<file path="config.mk">
export PLATFORM = sky130hd
export DESIGN_NAME = sigma_mem_arb
export DESIGN_NICKNAME = d
export VERILOG_FILES = /design/src/rtl/sigma_arb_pkg.sv /design/src/rtl/sigma_mem_arb_rr_pick.sv /design/src/rtl/sigma_mem_arb.sv
export SDC_FILE = /design/constraint.sdc
export NUM_CORES = 1
export LEC_CHECK = 0
export ABC_AREA = 1
export BUFFER_PORTS_ARGS = -buffer_cell sky130_fd_sc_hd__buf_2
export CAP_MARGIN = 30
export CORE_AREA = 2 2 138 140
export DETAILED_ROUTE_END_ITERATION = 8
export DIE_AREA = 0 0 140 142
export GPL_ROUTABILITY_DRIVEN = 0
export GPL_TIMING_DRIVEN = 0
export PLACE_DENSITY = 0.49
export SYNTH_ARGS = -nofsm -noshare
export SYNTH_HDL_FRONTEND = slang
export SYNTH_HIERARCHICAL = 1
export SYNTH_SLANG_ARGS = --single-unit
</file>
<file path="constraint.sdc">
create_clock -name clk_i -period 7.25 [get_ports clk_i]
set_input_delay 1.45 -clock clk_i [delete_from_list [all_inputs] [get_ports clk_i]]
set_output_delay 1.45 -clock clk_i [all_outputs]
set_load 0.05 [all_outputs]
</file>
<file path="src/rtl/sigma_arb_pkg.sv">
// sigma_arb_pkg: shared types and helpers for the sigma memory arbiter.
//   ID_W        : width of a master id. Sized for the largest supported
//                 master count (8), so one id type serves every N_MASTERS.
//   master_id_t : master index type.
//   rr_next     : round-robin successor of a master id, modulo n.
package sigma_arb_pkg;

    localparam int MAX_MASTERS = 8;

    function automatic int id_width(input int n);
        return (n > 1) ? $clog2(n) : 1;
    endfunction

    localparam int ID_W = id_width(MAX_MASTERS);

    typedef logic [ID_W-1:0] master_id_t;

    function automatic master_id_t rr_next(input master_id_t id, input int n);
        if (id == master_id_t'(n - 1)) return '0;
        return id + master_id_t'(1);
    endfunction

endpackage

</file>
<file path="src/rtl/sigma_mem_arb_rr_pick.sv">
// rr_pick: combinational round-robin priority pick.
//   req_i   : request vector, one bit per master
//   ptr_i   : master id holding highest priority this cycle
//   gnt_o   : one-hot grant (all zero when nothing requests)
//   id_o    : granted master id (0 when nothing requests)
//   valid_o : some master was granted
// The request vector is rotated so ptr_i lands on bit 0, the lowest set
// bit is found, and its position is rotated back to an absolute id.
module rr_pick
    import sigma_arb_pkg::*;
#(
    parameter int N = 3
) (
    input  logic [N-1:0] req_i,
    input  master_id_t   ptr_i,
    output logic [N-1:0] gnt_o,
    output master_id_t   id_o,
    output logic         valid_o
);

    logic [2*N-1:0] dbl;
    logic [N-1:0]   rot;
    master_id_t     pos;
    logic [ID_W:0]  sum;

    always_comb begin
        dbl     = {req_i, req_i} >> ptr_i;
        rot     = dbl[N-1:0];
        pos     = '0;
        valid_o = 1'b0;
        // Descending scan so the lowest rotated position wins.
        for (int i = N - 1; i >= 0; i--) begin
            if (rot[i]) begin
                pos     = master_id_t'(i);
                valid_o = 1'b1;
            end
        end
        sum = {1'b0, pos} + {1'b0, ptr_i};
        if (sum >= (ID_W + 1)'(N)) sum = sum - (ID_W + 1)'(N);
        id_o = sum[ID_W-1:0];
        for (int k = 0; k < N; k++) begin
            gnt_o[k] = valid_o && (id_o == master_id_t'(k));
        end
    end

endmodule

</file>
<file path="src/rtl/sigma_mem_arb.sv">
// sigma_mem_arb: round-robin arbiter sharing the single-port sigma memory
// between N_MASTERS bus masters. One access per cycle, zero-cycle grant,
// read data returned to the issuing master one cycle after its ack.
//   clk_i, rst_i                : clock, synchronous active-high reset
//   req_i/we_i/addr_i/be_i/
//   wdata_i                     : packed per-master request buses
//   ack_o                       : one-hot, request accepted this cycle
//   resp_o, rdata_o             : one-hot read response and shared data
//   mem_req_o/we/addr/be/wdata  : memory request, muxed from granted master
//   mem_rdata_i                 : memory read data, one cycle after strobe
module sigma_mem_arb
    import sigma_arb_pkg::*;
#(
    parameter int N_MASTERS = 3,
    parameter int ADDR_W    = 32,
    parameter int DATA_W    = 32
) (
    input  logic                           clk_i,
    input  logic                           rst_i,
    input  logic [N_MASTERS-1:0]           req_i,
    input  logic [N_MASTERS-1:0]           we_i,
    input  logic [N_MASTERS*ADDR_W-1:0]    addr_i,
    input  logic [N_MASTERS*DATA_W/8-1:0]  be_i,
    input  logic [N_MASTERS*DATA_W-1:0]    wdata_i,
    output logic [N_MASTERS-1:0]           ack_o,
    output logic [N_MASTERS-1:0]           resp_o,
    output logic [DATA_W-1:0]              rdata_o,
    output logic                           mem_req_o,
    output logic                           mem_we_o,
    output logic [ADDR_W-1:0]              mem_addr_o,
    output logic [DATA_W/8-1:0]            mem_be_o,
    output logic [DATA_W-1:0]              mem_wdata_o,
    input  logic [DATA_W-1:0]              mem_rdata_i
);

    localparam int BE_W = DATA_W / 8;

    master_id_t           rr_ptr_q, rr_ptr_d;
    logic                 rd_pend_q, rd_pend_d;
    master_id_t           rd_id_q, rd_id_d;

    logic [N_MASTERS-1:0] pick_gnt;
    master_id_t           pick_id;
    logic                 pick_vld;
    logic                 grant;
    logic                 resp_vld;

    rr_pick #(.N(N_MASTERS)) u_pick (
        .req_i   (req_i),
        .ptr_i   (rr_ptr_q),
        .gnt_o   (pick_gnt),
        .id_o    (pick_id),
        .valid_o (pick_vld)
    );

    // Nothing is issued while reset is held.
    assign grant = pick_vld & ~rst_i;
    assign ack_o = grant ? pick_gnt : '0;

    // One-hot AND-OR mux of the granted master's bus; idle drives zeros.
    always_comb begin
        mem_req_o   = grant;
        mem_we_o    = 1'b0;
        mem_addr_o  = '0;
        mem_be_o    = '0;
        mem_wdata_o = '0;
        for (int k = 0; k < N_MASTERS; k++) begin
            if (grant && pick_gnt[k]) begin
                mem_we_o    = we_i[k];
                mem_addr_o  = addr_i[k*ADDR_W +: ADDR_W];
                mem_be_o    = be_i[k*BE_W +: BE_W];
                mem_wdata_o = wdata_i[k*DATA_W +: DATA_W];
            end
        end
    end

    // A response pending across a reset is dropped, not delivered late.
    assign resp_vld = rd_pend_q & ~rst_i;
    assign rdata_o  = resp_vld ? mem_rdata_i : '0;

    always_comb begin
        for (int k = 0; k < N_MASTERS; k++) begin
            resp_o[k] = resp_vld && (rd_id_q == master_id_t'(k));
        end
    end

    always_comb begin
        rr_ptr_d  = rr_ptr_q;
        rd_pend_d = 1'b0;
        rd_id_d   = rd_id_q;
        if (grant) begin
            rr_ptr_d  = rr_next(pick_id, N_MASTERS);
            rd_pend_d = ~mem_we_o;
            if (!mem_we_o) rd_id_d = pick_id;
        end
    end

    always_ff @(posedge clk_i) begin
        if (rst_i) begin
            rr_ptr_q  <= '0;
            rd_pend_q <= 1'b0;
            rd_id_q   <= '0;
        end else begin
            rr_ptr_q  <= rr_ptr_d;
            rd_pend_q <= rd_pend_d;
            rd_id_q   <= rd_id_d;
        end
    end

endmodule

</file>
Word level (Yosys, flattened, before mapping)
Index checks and enable logic that the tools add are counted.
- bits in registers: 7
- output and inout bits: 108
- bits of input ports: 244
- word-level logic and storage cells: 55
- bitwise operators: 5
- multiplexer cells: 25
- reductions and logical operators: 13
- add/sub/neg operators: 3
- shift operators: 1
- order comparisons: 1
- equality and inequality tests: 4
- operators with widths (kind ; number):
    32-bit two-way mux ; 7
    3-bit two-way mux ; 4
    4-bit two-way mux ; 3
    1-bit logical AND ; 9
    1-bit two-way mux ; 8
    3-bit by 1-bit equality test with 1-bit output (second input constant) ; 2
    3-bit by 2-bit equality test with 1-bit output (second input constant) ; 2
    3-bit logical NOT ; 2
    2-bit two-way mux ; 3
    6-bit by 3-bit right shift with 3-bit output ; 1
    2-bit by 3-bit adder with 4-bit output ; 1
    4-bit by 2-bit greater-or-equal comparator with 1-bit output (second input constant) ; 1
    3-bit by 1-bit adder with 3-bit output (second input constant) ; 1
    1-bit inverter ; 3
    3-bit by 2-bit subtractor with 3-bit output (second input constant) ; 1
    1-bit bitwise AND ; 2
    2-bit AND reduction ; 1
    2-bit OR reduction ; 1

Longest topological paths before layout
- depth in word-level cells: 15
- gate-level depth with buffers: 26
- depth with buffers taken out: 26

Cells and area by module
The synthesis kept the hierarchy.
- modules (own cells, without submodules) (module ; instances ; sequential area each (um^2) ; area each (um^2) ; cells an instance):
    sigma_mem_arb ; 1 ; 140.1 ; 2129.5 ; 441
    rr_pick ; 1 ; 0.0 ; 422.9 ; 78

Worst setup path before layout
OpenSTA, ideal clock, no wires.
- kind: input to output
- start: input port req_i[2]
- end: output port mem_addr_o[22]
- cell stages on the path: 23
- required time: 5800 ps
- arrival: 4987 ps
- slack: 813 ps
- path through: inv_1 nand2_1 nand3_1 nand2_1 nand2_1 nand2_1 inv_2 nor2_1 ha_1 inv_1 fa_1 inv_1 ha_1 bufinv_8 nand4_1 nand2_1 nand3_1 nor2_1 nand2_1 inv_2 buf_2 nand2_1 a31oi_1
- elaborated cells between the ends (all ways): 24
- RTL lines (item ; line ; RTL):
    start, declared ; sigma_mem_arb.sv:20 ; input logic [N_MASTERS-1:0] req_i,
    6-bit by 3-bit right shift with 3-bit output (*) ; sigma_mem_arb_rr_pick.sv:27 ; dbl = {req_i, req_i} >> ptr_i;
    2-bit two-way mux (2 in series) ; sigma_mem_arb_rr_pick.sv:33 ; if (rot[i]) begin
    2-bit two-way mux (*) ; sigma_mem_arb_rr_pick.sv:33 ;
    2-bit by 3-bit adder with 4-bit output (*) ; sigma_mem_arb_rr_pick.sv:38 ; sum = {1'b0, pos} + {1'b0, ptr_i};
    4-bit by 2-bit greater-or-equal comparator with 1-bit output ; sigma_mem_arb_rr_pick.sv:39 ; if (sum >= (ID_W + 1)'(N)) sum = sum - (ID_W + 1)'(N);
    3-bit two-way mux (*) ; sigma_mem_arb_rr_pick.sv:39 ;
    named net pick_id[0] ; sigma_mem_arb.sv:43 ; master_id_t pick_id;
    3-bit by 1-bit equality test with 1-bit output (*) ; sigma_mem_arb_rr_pick.sv:42 ; gnt_o[k] = valid_o && (id_o == master_id_t'(k));
    1-bit logical AND (*) ; sigma_mem_arb_rr_pick.sv:42 ;
    named net pick_gnt[1] ; sigma_mem_arb.sv:42 ; logic [N_MASTERS-1:0] pick_gnt;
    1-bit logical AND (*) ; sigma_mem_arb.sv:68 ; if (grant && pick_gnt[k]) begin
    32-bit two-way mux (*) (2 in series) ; sigma_mem_arb.sv:68 ;
    end, declared ; sigma_mem_arb.sv:30 ; output logic [ADDR_W-1:0] mem_addr_o,
Mark *: on every way through the listed nets, which the timed path passes. The rest lies on a longest branch.

Final worst setup path
- start: input port req_i[2]
- end: output port mem_addr_o[30]
- elaborated cells between the ends (all ways): 24
- RTL lines (item ; line):
    6-bit by 3-bit right shift with 3-bit output (*) ; sigma_mem_arb_rr_pick.sv:27
    2-bit two-way mux (2 in series) ; sigma_mem_arb_rr_pick.sv:33
    2-bit two-way mux (*) ; sigma_mem_arb_rr_pick.sv:33
    2-bit by 3-bit adder with 4-bit output (*) ; sigma_mem_arb_rr_pick.sv:38
    4-bit by 2-bit greater-or-equal comparator with 1-bit output or 3-bit by 2-bit subtractor with 3-bit output (tied branches) ; sigma_mem_arb_rr_pick.sv:39
    3-bit two-way mux (*) ; sigma_mem_arb_rr_pick.sv:39
    named net pick_id[1] ; sigma_mem_arb.sv:43
    3-bit by 2-bit equality test with 1-bit output (*) ; sigma_mem_arb_rr_pick.sv:42
    1-bit logical AND (*) ; sigma_mem_arb_rr_pick.sv:42
    named net pick_gnt[2] ; sigma_mem_arb.sv:42
    1-bit logical AND (*) ; sigma_mem_arb.sv:68
    32-bit two-way mux (*) ; sigma_mem_arb.sv:68
Marked as above.

==> impl_metrics.yaml <==
logic_synthesis:
  ys_types: 29
  synth.yosys.seq_area_share: 0.0549
  synth_top_cell_area_share: 0.171
  synthesis.instances: 519
  ys_ff_latch: 7
  cell_type_contributing_the_most_total_cell_area_after_synthesis: "sky130_fd_sc_hd__nand3_1"
  synth_area_um2: 2550
  synthesis.area_per_instance_um2: 4.92
  synth_fp_nets: 767
  warnings_from_yosys: 6
  post_synth_main_area_contributors: "sky130_fd_sc_hd__nand3_1 17%, sky130_fd_sc_hd__nand2_1 17%, sky130_fd_sc_hd__a31oi_1 17%"
place:
  detailedPlacementHpwl_um: 13300
  port_buffers: 350
drt:
  postRouteAntennaNets: 0
  drtIter0Drc: 257
  vias: 4855
  drt-vias-per-instance: 4.38
  avgRoutedWirePerCell_um: 14.4
  drc_errors: 25
  detail_route.first_pass.iterations: 7
  drt_wl_total_um: 16000
critical_path:
  critPathKind: "in2out"
  worst-endpoint-required_ns: 5.80
  cp_data_arrival_time_ns: 5.34
  worst-path-max-fanout: 10
  startpoint_type: "input pin"
  worst_setup_ep_type: "output pin"
sta:
  grt_setup_unrepaired: "false"
  max_slew.worst_pin.slew_ns: 0.492
  fmaxAchievable_ghz: 0.147
  setup-tns-final_ns: 0
  final_max_slew_viol_count: 0
  finalClockSkew_ns: 0.00198
  min_period_over_period: 0.937
  hold_violations: 0
  worst_relative_slew_slack: 0.672
  final.min_clock_period_ns: 6.79
  setup_viol: 0
grt:
  grt_pass1_wl_um: 23300
  grt_remaining_overflow: 0
  number_of_antenna_violations_at_the_first_check_in_global_routing: 1
  grt_max_degree: 11
  global_route.usage.total: 0.145
  first_global_vias: 4577
clocking:
  clock_input_transition_at_the_sequential_cells_of_the_worst_setup_and_hold_paths_ns: 0.04
  cts_hold_buffers: 0
  cts_htree_levels: 1
  root_buffer: "sky130_fd_sc_hd__clkbuf_16"
  clk_latency_ns: 0.23
  tritoncts_clock_tree: "built"
  clk_path_buf_depth: 2
  clock_sink_count: 7
  cts_inserted_buffers: 3
finish:
  final_nets: 1122
  nFillCells: 2165
  drive_above_1_share: 0.460
  area.growth.synth_to_final_pct: 83.4
min_path:
  hold_path.class: "reg2reg"
floorplanning:
  die_height_um: 142
  die-area_um2: 19900
  std_cell_rows: 50
  die_x_um: 140
  design.core.area_um2: 18500
  floorplan.initialDensity: 0.138
  pin_count: 352
status:
  outcome: "finished with violations"
  violated_checks: "design-rule violations"
job:
  cap_violations: 0
==> flip-flops by register name, summed over array words and instances (netlist names) <==
signal     cells
rd_id_q        3
rr_ptr_q       3
rd_pend_q      1
==> kinds of logic after synthesis <==
kind of cell | after synthesis | synth area share
AND/OR/NAND/NOR | 326 | 0.549
adder cells (fa/ha/maj) | 4 | 0.0226
buffers and inverters | 102 | 0.179
AO/OA/AOI/OAI | 80 | 0.195
flip-flops | 7 | 0.0549
==> cell type report <==
type                       count  area (um^2)  area share
clock buffer                   4         78.8      0.0168
buffer                        40          213      0.0454
inverter                      62          246      0.0527
tap                          234          293      0.0626
sequential                     7          140      0.0299
antenna                        1         2.50    0.000535
timing repair buffer         350         1750       0.374
multi-input combinational    410         1960       0.418
==> cells in the final DEF (no fill, tap or decap) <==
cell / count
sky130_fd_sc_hd__nor2_1: 109
sky130_fd_sc_hd__nor2_8: 1
sky130_fd_sc_hd__ha_1: 3
sky130_fd_sc_hd__buf_6: 3
sky130_fd_sc_hd__nand2_2: 2
sky130_fd_sc_hd__nand4_1: 6
sky130_fd_sc_hd__buf_4: 2
sky130_fd_sc_hd__nand2_4: 1
sky130_fd_sc_hd__inv_2: 9
sky130_fd_sc_hd__clkbuf_1: 10
sky130_fd_sc_hd__o211ai_1: 1
sky130_fd_sc_hd__clkbuf_16: 3
sky130_fd_sc_hd__clkinv_1: 1
sky130_fd_sc_hd__nor4_1: 3
sky130_fd_sc_hd__o21bai_1: 1
sky130_fd_sc_hd__diode_2: 1
sky130_fd_sc_hd__o21ai_0: 2
sky130_fd_sc_hd__a21oi_1: 3
sky130_fd_sc_hd__clkbuf_2: 2
sky130_fd_sc_hd__dfxtp_1: 7
sky130_fd_sc_hd__nor2_2: 1
sky130_fd_sc_hd__a31oi_1: 68
sky130_fd_sc_hd__buf_2: 374
sky130_fd_sc_hd__nand3_1: 87
sky130_fd_sc_hd__nand3_4: 1
sky130_fd_sc_hd__inv_1: 51
sky130_fd_sc_hd__fa_1: 1
sky130_fd_sc_hd__nand2_1: 115
sky130_fd_sc_hd__o21a_2: 1
sky130_fd_sc_hd__bufinv_8: 1
sky130_fd_sc_hd__o21ai_2: 1
sky130_fd_sc_hd__o21ai_1: 3
==> cells in the mapped netlist <==
cell and count:
sky130_fd_sc_hd__o21ai_1 3, sky130_fd_sc_hd__nand2_1 115, sky130_fd_sc_hd__nand4_1 6, sky130_fd_sc_hd__nand3_1 87
sky130_fd_sc_hd__o21ai_0 2, sky130_fd_sc_hd__o211ai_1 1, sky130_fd_sc_hd__buf_4 2, sky130_fd_sc_hd__clkinv_1 1
sky130_fd_sc_hd__nand2_2 2, sky130_fd_sc_hd__a31oi_1 68, sky130_fd_sc_hd__nor2_8 1, sky130_fd_sc_hd__buf_2 24
sky130_fd_sc_hd__fa_1 1, sky130_fd_sc_hd__o21a_2 1, sky130_fd_sc_hd__nand3_4 1, sky130_fd_sc_hd__nor2_1 109
sky130_fd_sc_hd__nor2_2 1, sky130_fd_sc_hd__a21oi_1 3, sky130_fd_sc_hd__inv_2 9, sky130_fd_sc_hd__dfxtp_1 7
sky130_fd_sc_hd__inv_1 51, sky130_fd_sc_hd__o21bai_1 1, sky130_fd_sc_hd__o21ai_2 1, sky130_fd_sc_hd__buf_6 3
sky130_fd_sc_hd__ha_1 3, sky130_fd_sc_hd__nor4_1 3, sky130_fd_sc_hd__bufinv_8 1, sky130_fd_sc_hd__clkbuf_1 11
sky130_fd_sc_hd__nand2_4 1
==> worst max-delay path: stages <==
cell and delay, ns:
sky130_fd_sc_hd__buf_2 0.10, sky130_fd_sc_hd__inv_1 0.04, sky130_fd_sc_hd__nand2_1 0.06, sky130_fd_sc_hd__nand3_1 0.11, sky130_fd_sc_hd__nand2_1 0.08, sky130_fd_sc_hd__nand2_1 0.06, sky130_fd_sc_hd__nand2_1 0.08, sky130_fd_sc_hd__inv_2 0.04
sky130_fd_sc_hd__nor2_1 0.09, sky130_fd_sc_hd__ha_1 0.20, sky130_fd_sc_hd__inv_1 0.06, sky130_fd_sc_hd__fa_1 0.51, sky130_fd_sc_hd__inv_1 0.06, sky130_fd_sc_hd__ha_1 0.21, sky130_fd_sc_hd__bufinv_8 0.20, sky130_fd_sc_hd__nand3_4 0.08
sky130_fd_sc_hd__o21ai_1 0.12, sky130_fd_sc_hd__nand2_1 0.14, sky130_fd_sc_hd__nand3_1 0.12, sky130_fd_sc_hd__nor2_1 0.04, sky130_fd_sc_hd__nand2_1 0.11, sky130_fd_sc_hd__buf_2 0.30, sky130_fd_sc_hd__buf_2 0.40, sky130_fd_sc_hd__nor2_1 0.07
sky130_fd_sc_hd__a31oi_1 0.25, sky130_fd_sc_hd__buf_2 0.32
==> path summary, 6_finish.rpt <==
| check | end | from | slack (ns) | depth (start not counted) |
|---|---|---|---|---|
| min reg2reg | rr_ptr_q[1] | rr_ptr_q[1] | 0.55 | 2 |
| max | mem_addr_o[30] | req_i[2] | 0.46 | 26 |
| min | rr_ptr_q[1] | rr_ptr_q[1] | 0.55 | 2 |
| max reg2reg | rd_id_q[2] | rr_ptr_q[0] | 3.42 | 24 |
==> per-stage QoR <==
stage / worst slack (ns) / cells / utilization / hold WS [ns] / cell area [um^2]
6_report: 0.458 / 1108 / 0.254 / 0.549 / 4680
5_1_grt: 0.0416 / 1108 / 0.254 / 0.592 / 4680
4_1_cts: 0.238 / 1107 / 0.253 / 0.557 / 4680
3_5_place_dp: 0.252 / 1103 / 0.249 / 0.551 / 4600
3_3_place_gp: 0.226 / 1103 / 0.249 / 0.548 / 4600
2_1_floorplan: 0.813 / 519 / - / 0.508 / 2550
==> repair_timing <==
action,4_1_cts,5_1_grt
setup endpoints to repair,0,18
resized for setup,0,4
buffers inserted,0,0
==> routing by layer <==
layer,up-vias,global-route usage,share of wire
li1,2434,-,-
met1,2178,0.176,0.41
met2,234,0.283,0.52
met3,9,0.0155,0.068
met4,0,0.0186,0.0071
met5,-,0,0
Power is left out: the tool's default activity adds up to more than one toggle a clock period on the data nets, which glitch-free logic cannot reach.
